`src/rtl/light_timer_if.sv`:
```
// Bus between the light controller (master) and light_timer (slave), plus the
// timer's FSM state exported for debug.
interface light_timer_if #(
  parameter int LIGHT_STATE_WIDTH = 3,
  parameter int CNT_WIDTH         = 8
);
  // No valid/ready pairs on this bus: en and light_cnt_init are levels sampled
  // on every rising clk edge, cfg_wr is a single-cycle write strobe qualifying
  // cfg_sel/cfg_data, and cfg_err, last_cnt and tick are one-cycle pulses that
  // the master must observe in the cycle they are high (no back-pressure).
  logic                         en;
  logic [LIGHT_STATE_WIDTH-1:0] light_cnt_init;
  logic                         cfg_wr;
  logic [1:0]                   cfg_sel;
  logic [CNT_WIDTH-1:0]         cfg_data;
  logic                         cfg_err;
  logic                         last_cnt;
  logic [CNT_WIDTH-1:0]         cnt_value;
  logic                         tick;
  logic [1:0]                   state;

  modport master (
    output en, light_cnt_init, cfg_wr, cfg_sel, cfg_data,
    input  cfg_err, last_cnt, cnt_value, tick, state
  );

  modport slave (
    input  en, light_cnt_init, cfg_wr, cfg_sel, cfg_data,
    output cfg_err, last_cnt, cnt_value, tick, state
  );
endinterface

```
`src/rtl/light_timer.sv`:
```
// Per-light interval timer: prescaled countdown of the active light's duration,
// end-of-interval pulse, and run-time reconfigurable green/yellow/red durations.
module light_timer #(
  parameter int LIGHT_STATE_WIDTH = 3,
  parameter int CNT_WIDTH         = 8,
  parameter int TICK_DIV          = 50000000,
  parameter int GREEN_TIME        = 30,
  parameter int YELLOW_TIME       = 3,
  parameter int RED_TIME          = 27
) (
  input logic          clk,
  input logic          rst,
  light_timer_if.slave bus
);
  localparam int PW = $clog2(TICK_DIV);
  localparam logic [PW-1:0]                PRESC_LAST = PW'(TICK_DIV - 1);
  localparam logic [PW-1:0]                PRESC_ONE  = PW'(1);
  localparam logic [CNT_WIDTH-1:0]         CNT_ONE    = CNT_WIDTH'(1);
  localparam logic [LIGHT_STATE_WIDTH-1:0] INIT_G     = LIGHT_STATE_WIDTH'(1);
  localparam logic [LIGHT_STATE_WIDTH-1:0] INIT_Y     = LIGHT_STATE_WIDTH'(2);
  localparam logic [LIGHT_STATE_WIDTH-1:0] INIT_R     = LIGHT_STATE_WIDTH'(4);

  typedef enum logic [1:0] {
    IDLE   = 2'd0,
    RUN    = 2'd1,
    EXPIRE = 2'd2,
    HOLD   = 2'd3
  } state_t;

  state_t               state;
  logic [PW-1:0]        presc;
  logic [CNT_WIDTH-1:0] cnt;
  logic [CNT_WIDTH-1:0] dur_g;
  logic [CNT_WIDTH-1:0] dur_y;
  logic [CNT_WIDTH-1:0] dur_r;
  logic                 cfg_err_q;

  logic                 init_ok;
  logic [CNT_WIDTH-1:0] init_dur;
  logic                 tick_now;
  logic                 cfg_bad;

  // Only an exact one-hot request selects a duration; anything else is ignored.
  always_comb begin
    init_ok  = 1'b0;
    init_dur = '0;
    if (bus.light_cnt_init == INIT_G) begin
      init_ok  = 1'b1;
      init_dur = dur_g;
    end else if (bus.light_cnt_init == INIT_Y) begin
      init_ok  = 1'b1;
      init_dur = dur_y;
    end else if (bus.light_cnt_init == INIT_R) begin
      init_ok  = 1'b1;
      init_dur = dur_r;
    end
  end

  assign tick_now = (state == RUN) && (presc == PRESC_LAST);
  assign cfg_bad  = bus.cfg_wr && ((bus.cfg_sel == 2'd3) || (bus.cfg_data == '0));

  always_ff @(posedge clk or posedge rst) begin
    if (rst) begin
      state <= IDLE;
      cnt   <= '0;
      presc <= '0;
    end else if (!bus.en) begin
      state <= IDLE;
      cnt   <= '0;
      presc <= '0;
    end else begin
      case (state)
        IDLE: begin
          cnt   <= dur_g;
          presc <= '0;
          state <= RUN;
        end
        RUN: begin
          if (init_ok) begin
            cnt   <= init_dur;
            presc <= '0;
          end else if (tick_now) begin
            presc <= '0;
            // Saturate at zero; the final tick ends the interval.
            if (cnt <= CNT_ONE) begin
              cnt   <= '0;
              state <= EXPIRE;
            end else begin
              cnt <= cnt - CNT_ONE;
            end
          end else begin
            presc <= presc + PRESC_ONE;
          end
        end
        EXPIRE, HOLD: begin
          if (init_ok) begin
            cnt   <= init_dur;
            presc <= '0;
            state <= RUN;
          end else begin
            state <= HOLD;
          end
        end
        default: state <= IDLE;
      endcase
    end
  end

  // Durations change only here; a running countdown keeps its own copy in cnt.
  always_ff @(posedge clk or posedge rst) begin
    if (rst) begin
      dur_g     <= CNT_WIDTH'(GREEN_TIME);
      dur_y     <= CNT_WIDTH'(YELLOW_TIME);
      dur_r     <= CNT_WIDTH'(RED_TIME);
      cfg_err_q <= 1'b0;
    end else begin
      cfg_err_q <= cfg_bad;
      if (bus.cfg_wr && !cfg_bad) begin
        case (bus.cfg_sel)
          2'd0:    dur_g <= bus.cfg_data;
          2'd1:    dur_y <= bus.cfg_data;
          2'd2:    dur_r <= bus.cfg_data;
          default: ;
        endcase
      end
    end
  end

  assign bus.cfg_err   = cfg_err_q;
  assign bus.last_cnt  = (state == EXPIRE);
  assign bus.cnt_value = cnt;
  assign bus.tick      = tick_now;
  assign bus.state     = state;
endmodule

```
`src/flat_wrapper.sv`:
```
// flat-port wrapper written by rule: the top's interface ports become plain ports
module light_timer_flat 
#(
  parameter int LIGHT_STATE_WIDTH = 3,
  parameter int CNT_WIDTH         = 8,
  parameter int TICK_DIV          = 50000000,
  parameter int GREEN_TIME        = 30,
  parameter int YELLOW_TIME       = 3,
  parameter int RED_TIME          = 27
)
  (clk, rst, bus_en, bus_light_cnt_init, bus_cfg_wr, bus_cfg_sel, bus_cfg_data, bus_cfg_err, bus_last_cnt, bus_cnt_value, bus_tick, bus_state);
  light_timer_if #(.LIGHT_STATE_WIDTH(LIGHT_STATE_WIDTH), .CNT_WIDTH(CNT_WIDTH)) bus_i ();
  input logic clk;
  input logic rst;
  input wire logic [$bits(bus_i.en)-1:0] bus_en;
  input wire logic [$bits(bus_i.light_cnt_init)-1:0] bus_light_cnt_init;
  input wire logic [$bits(bus_i.cfg_wr)-1:0] bus_cfg_wr;
  input wire logic [$bits(bus_i.cfg_sel)-1:0] bus_cfg_sel;
  input wire logic [$bits(bus_i.cfg_data)-1:0] bus_cfg_data;
  output wire logic [$bits(bus_i.cfg_err)-1:0] bus_cfg_err;
  output wire logic [$bits(bus_i.last_cnt)-1:0] bus_last_cnt;
  output wire logic [$bits(bus_i.cnt_value)-1:0] bus_cnt_value;
  output wire logic [$bits(bus_i.tick)-1:0] bus_tick;
  output wire logic [$bits(bus_i.state)-1:0] bus_state;
  assign bus_i.en = bus_en;
  assign bus_i.light_cnt_init = bus_light_cnt_init;
  assign bus_i.cfg_wr = bus_cfg_wr;
  assign bus_i.cfg_sel = bus_cfg_sel;
  assign bus_i.cfg_data = bus_cfg_data;
  assign bus_cfg_err = bus_i.cfg_err;
  assign bus_last_cnt = bus_i.last_cnt;
  assign bus_cnt_value = bus_i.cnt_value;
  assign bus_tick = bus_i.tick;
  assign bus_state = bus_i.state;
  light_timer #(.LIGHT_STATE_WIDTH(LIGHT_STATE_WIDTH), .CNT_WIDTH(CNT_WIDTH), .TICK_DIV(TICK_DIV), .GREEN_TIME(GREEN_TIME), .YELLOW_TIME(YELLOW_TIME), .RED_TIME(RED_TIME)) u_core (.clk(clk), .rst(rst), .bus(bus_i));
endmodule
```
`config.mk`:
```
export PLATFORM = sky130hd
export DESIGN_NAME = light_timer_flat
export DESIGN_NICKNAME = d
export VERILOG_FILES = /design/src/rtl/light_timer_if.sv /design/src/rtl/light_timer.sv /design/src/flat_wrapper.sv
export SDC_FILE = /design/constraint.sdc
export NUM_CORES = 1
export LEC_CHECK = 0
export ABC_AREA = 1
export BUFFER_PORTS_ARGS = -buffer_cell sky130_fd_sc_hd__buf_2
export CAP_MARGIN = 20
export CORE_UTILIZATION = 35
export CTS_CLUSTER_SIZE = 8
export DETAILED_ROUTE_END_ITERATION = 8
export GPL_ROUTABILITY_DRIVEN = 0
export MAX_ROUTING_LAYER = met4
export SLEW_MARGIN = 5
export SYNTH_ARGS = -nofsm -noshare
export SYNTH_HDL_FRONTEND = slang
export SYNTH_SLANG_ARGS = --single-unit
```
`constraint.sdc`:
```
create_clock -name clk -period 2.69 [get_ports clk]
set_clock_uncertainty 0.2 [all_clocks]
set_input_delay 0.4035 -clock clk [delete_from_list [all_inputs] [get_ports clk]]
set_output_delay 0.4035 -clock clk [all_outputs]
set_load 0.005 [all_outputs]
```
# Word-level counts from Yosys, hierarchy flattened
# Index checks and enable logic that the tools add are counted.
[word_totals] ff_bits=61 latchBits=0 ram_bits=0 mem_bits_ro=0 input_bits=17 out_inout_bits=13 word_cells=62 memories=0
[op_classes] add_sub_neg=2 n_mul=0 div=0 magnitude_cmp=1 eq_ne=15 n_shift=0 n_mux=23 n_bitwise=0 n_reduce_logical=14
[op_table] cell="two-way mux 26 bit" n=4
[op_table] cell="one-hot mux 26 bit (3 select lines)" n=1
[op_table] cell="two-way mux 8 bit" n=8
[op_table] cell="adder 26 x 1 -> 26 bit (second input constant)" n=1
[op_table] cell="== test 26 bit (second input constant)" n=1
[op_table] cell="one-hot mux 8 bit (3 select lines)" n=1
[op_table] cell="two-way mux 2 bit" n=5
[op_table] cell="!= test 3 bit (second input constant)" n=3
[op_table] cell="== test 2 bit (second input constant)" n=4
[op_table] cell="less-or-equal comparator 8 x 1 -> 1 bit (second input constant)" n=1
[op_table] cell="zero test 8 bit" n=1
[op_table] cell="AND reduction 2 bit" n=4
[op_table] cell="subtractor 8 x 1 -> 8 bit (second input constant)" n=1
[op_table] cell="one-hot mux 2 bit (3 select lines)" n=1
[op_table] cell="== test 2 x 1 -> 1 bit (second input constant)" n=2
[op_table] cell="zero test 2 bit" n=2
[op_table] cell="!= test 4 x 3 -> 1 bit (second input constant)" n=1
[op_table] cell="== test 3 x 1 -> 1 bit (second input constant)" n=1
[op_table] cell="== test 3 x 2 -> 1 bit (second input constant)" n=1
[op_table] cell="== test 3 bit (second input constant)" n=1
[op_table] cell="logical AND 1 bit" n=3
[op_table] cell="two-way mux 1 bit" n=3
[op_table] cell="!= test 3 x 2 -> 1 bit (second input constant)" n=1
[op_table] cell="AND reduction 3 bit" n=1
[op_table] cell="3 further kinds" n=3

# Logic depth before layout (Yosys ltp)
[logic_depth] depth_word=7 mapped_depth=11 ltp_nobuf=11

# Least setup slack after synthesis
# No wires, ideal clock.
[synth_path] kind="flip-flop to flip-flop" start="register u_core.cnt[0] (netlist: u_core.bus.cnt_value[0])" end="register u_core.cnt[3] (netlist: u_core.bus.cnt_value[3])" setup_ns=0.076 arrival_ns=1.460 t_required_ns=2.414 path_slack_ns=0.953 stages_incl_launch_ff=12 n_path_buf=0 synth_period_minus_slack_ns=1.737 cell_sequence="dfrtp_1 inv_1 ha_1 nor2_1 nor2_1 nand2_1 inv_1 nor2_2 nand2_1 o21ai_0 nand2_1 o21ai_1"
[synth_via] elab_chain_len=6 elab_cells_between_ends=7 cone_classes="add/sub (1); order compare (1); mux (5)"
[synth_rtl] element="from (decl)" line="light_timer.sv:32" text="logic [CNT_WIDTH-1:0] cnt;"
[synth_rtl] element="from (signal assigned)" line="light_timer.sv:74" text="cnt <= dur_g;"
[synth_rtl] element="from (signal assigned)" line="light_timer.sv:80" text="cnt <= init_dur;"
[synth_rtl] element="from (signal assigned)" line="light_timer.sv:89" text="cnt <= cnt - CNT_ONE;"
[synth_rtl] element="subtractor 8 x 1 -> 8 bit / less-or-equal comparator 8 x 1 -> 1 bit (equally long branches)" line="light_timer.sv:89, light_timer.sv:85"
[synth_rtl] element="two-way mux 8 bit *" line="light_timer.sv:85" text="if (cnt <= CNT_ONE) begin"
[synth_rtl] element="two-way mux 8 bit *" line="light_timer.sv:82" text="end else if (tick_now) begin"
[synth_rtl] element="two-way mux 8 bit *" line="light_timer.sv:79" text="if (init_ok) begin"
[synth_rtl] element="one-hot mux 8 bit (3 select lines) *" line="light_timer.sv:72" text="case (state)"
[synth_rtl] element="two-way mux 8 bit *" line="light_timer.sv:67" text="end else if (!bus.en) begin"
# Mark *: on every way between the ends. The rest lies on a longest branch, timed or not. The select of a mux whose other input is x is not followed.
# A chain may end at the register's enable or synchronous reset.

# Worst setup path after layout
[layout_path] start="register u_core.presc[1]" end="output bus_tick"
[layout_via] elab_chain_len=2
[layout_rtl] element="from (decl)" line="light_timer.sv:31" text="logic [PW-1:0] presc;"
[layout_rtl] element="from (signal assigned)" line="light_timer.sv:92" text="presc <= presc + PRESC_ONE;"
[layout_rtl] element="== test 26 bit" line="light_timer.sv:59" text="assign tick_now = (state == RUN) && (presc == PRESC_LAST);"
[layout_rtl] element="logical AND 1 bit" line="light_timer.sv:59"
[layout_rtl] element="to (decl)" line="flat_wrapper.sv:23" text="output wire logic [$bits(bus_i.tick)-1:0] bus_tick;"
# Every way passes these cells.

==> flow_metrics.tcl <==
set metrics [dict create \
    final.setup.tns_ns 0 \
    hp-start "bus_cfg_wr" \
    rr_endpoint "u_core.bus.cnt_value[4]" \
    cts.clk_slew.worst_paths_ns 0.07 \
    drc 0 \
    die_h_um 105 \
    grt_pass1_vias 3255 \
    fill_cells 1105 \
    crit-reg2reg-launch "u_core.bus.cnt_value[0]" \
    nets 560 \
    tightest_slew_ns 0.629 \
    dp.cells 664 \
    synth_flop_cell "dfrtp_1" \
    final_core_util_pct 40.7 \
    insertion_delay_ns 0.35 \
    io_pins 30 \
    root_buffer "clkbuf_8" \
    cap_violations 0 \
    drtAntennaViolNets 0 \
    relSlewSlack_pct 58.0 \
    fin_crit_ns 2.35 \
    die_area_um2 11000 \
    syn_area_um2 3710 \
    antenna_found_initial 0 \
    cellPowerDensity_nw_per_um2 684 \
    clkSinkCount 61 \
    initial_core_util_pct 36.1 \
    cts_buffer_depth 2 \
    synth.distinct_cells 38 \
    stdcell_count 681 \
    worstSetupPathType "reg -> out" \
    viasPerCell 4.85 \
    outcome "finished, final reports clean" \
    drt_iter0_drc 178 \
    clock.fmax_mhz 425 \
    ff2ff_path_depth 11 \
    wl_um 8430 \
    regArea_um2 1540 \
    rrSetupSlack_ns 0.64 \
    core_area_um2 10300 \
    critPathCaptureType "output port" \
    numPortBuffers 29 \
    postSynthCellCount 506 \
    synth_common_cells "nand2_1, nor2_1, dfrtp_1, inv_1, o21ai_0" \
    hold_end "u_core.bus.cfg_err" \
    synth-seq-cells 61 \
    crit_start "u_core.presc[1]" \
    vdd_drop_max_mv 0.386 \
    vias 3300 \
    cts_resized 0 \
    yosysSeqAreaShare_pct 41.5 \
    syn-num-nets 526 \
    hold_viol_final 0 \
    drv_slew 0 \
    grt_max_degree 34 \
    synth_most_common_cell "nand2_1" \
    fin_crit_sh_pct 87.4 \
    place_hpwl_um 6360 \
    hold_depth 3 \
    htreeDepth 3 \
    yosys-top-cells-area "dfrtp_1, nand2_1, dfstp_2" \
    multi_input_area_um2 1880 \
    finalSetupViolCount 0 \
    hold_class "in -> reg" \
    num_rows 37 \
    numCtsBuffers 9 \
    synth_top_area_share_pct 34.4 \
    synth_top_area_cell "dfrtp_1" \
    rsz0062_at_grt "no" \
    grt_pass1_wl_um 15100 \
    drive_gt1_share_pct 18.2 \
    overflow 0 \
    drt_pass1_iterations 5 \
    leakagePower_uw 0.00197 \
    critPathArrivalTime_ns 1.75 \
    n_antenna_cell 0 \
    syn2layout_area_growth_pct 12.8 \
    cts_tree "done" \
    critPathRequiredTime_ns 2.09 \
    wl_per_cell_um 12.4 \
    yosysWarnings 0 \
    die_w_um 105 \
    grt_usage_pct 17.8 \
    synthArstFlopShare_pct 100 \
    avgSynthCellArea_um2 7.32 \
    path_max_fanout 4 \
    start_kind "register" \
    synth_edf_count 0 \
]
## cells in the final DEF (no fill, tap or decap), types with 2 or more instances in the layout
cell type and n:
xor2_1 6, nor2_1 64, clkinv_2 2, nand3_1 28, o21ai_1 5, o21a_1 2, dfstp_2 10, a21oi_1 12
o21ai_0 38, nor2_2 7, nand2_4 2, nor3_1 4, dfrtp_1 51, nor2_4 7, nand2_1 163, ha_1 3
nand4_1 11, nand2_2 6, nand3_4 2, clkbuf_8 10, clkbuf_1 2, buf_2 29, inv_2 7, inv_1 50
o21ai_2 2, nand3_2 4, a21oi_2 3
## cell families (layout without fill, tap and decap cells)
family / Yosys count / after routing / synth area share (%)
and+or+nand+nor: 306 / 306 / 39.0
DFF: 61 / 61 / 41.5
xor gates and xnor gates: 6 / 6 / 1.42
buffers and inverters: 66 / 105 / 7.63
AOI/OAI and AO/OA: 64 / 64 / 9.39
adders and majority gates: 3 / 3 / 1.01
## stage by stage
stage,hold WS (ns),worst slack [ns],area (µm²),power [µW]
finish,0.0795,0.338,4180,2860
CTS,0.0580,0.330,4180,2890
detailed placement,0.260,0.627,3980,2060
global placement,0.260,0.639,3980,2050
floorplan,0.246,0.590,3710,1810
global route,0.0825,0.175,4180,3080
## flip-flops by register name, indices dropped and copies added, names as in the netlist
register,cells
u_core.presc,26
u_core.bus.cnt_value,8
u_core.dur_g,8
u_core.dur_r,8
u_core.dur_y,8
u_core.bus.state,2
u_core.bus.cfg_err,1
## how the worst max path moves through the flow
| stage | endpoint | slack, ns | cells past startpoint |
|---|---|---|---|
| global route | bus_tick | 0.18 | 8 |
| global placement | u_core.bus.cnt_value[4] | 0.64 | 9 |
| detailed placement | u_core.bus.cnt_value[4] | 0.63 | 9 |
| floorplan | u_core.bus.cfg_err | 0.59 | 1 |
| finish | bus_tick | 0.34 | 8 |
| CTS | bus_tick | 0.33 | 8 |
## metal layers
| layer | share of wire [%] | routed length (µm) | up-vias | global-route usage (%) |
|---|---|---|---|---|
| li1 | - | - | 1670 | - |
| met1 | 49 | 4100 | 1561 | 22.2 |
| met2 | 46 | 3870 | 54 | 27.9 |
| met3 | 3.8 | 320 | 15 | 4.68 |
| met4 | 1.8 | 148 | 0 | 5.94 |
| met5 | 0 | 0 | - | - |
## report_power, final
group	total, µW	leakage, µW	switching, µW	internal [µW]
clock	815	0.0000964	364	451
sequential	1170	0.000785	120	1050
combinational	870	0.00109	553	316
total	2860	0.00197	1040	1820
## final cells by class
| type | instances | area share [%] |
|---|---|---|
| Multi-Input combinational cell | 379 | 45.1 |
| Sequential cell | 61 | 36.8 |
| Inverter | 58 | 5.21 |
| Timing Repair Buffer | 31 | 4.19 |
| Tap cell | 136 | 4.07 |
| Clock buffer | 12 | 3.47 |
| Clock inverter | 4 | 1.14 |
## critical path, cell delays in order, from the launching register on
cell and delay, ns:
dfrtp_1 0.37, ha_1 0.19, inv_1 0.04, nor2_1 0.12
nand2_2 0.11, nor2_1 0.13, nand3_1 0.09, nor3_1 0.20
buf_2 0.16
## what timing repair did
item / CTS / global route
hold buffers: 1 / 0
endpoints found under the hold margin: 18 / 0
buffers inserted: 0 / 0
No activity file was read; power rests on OpenSTA's default activity.
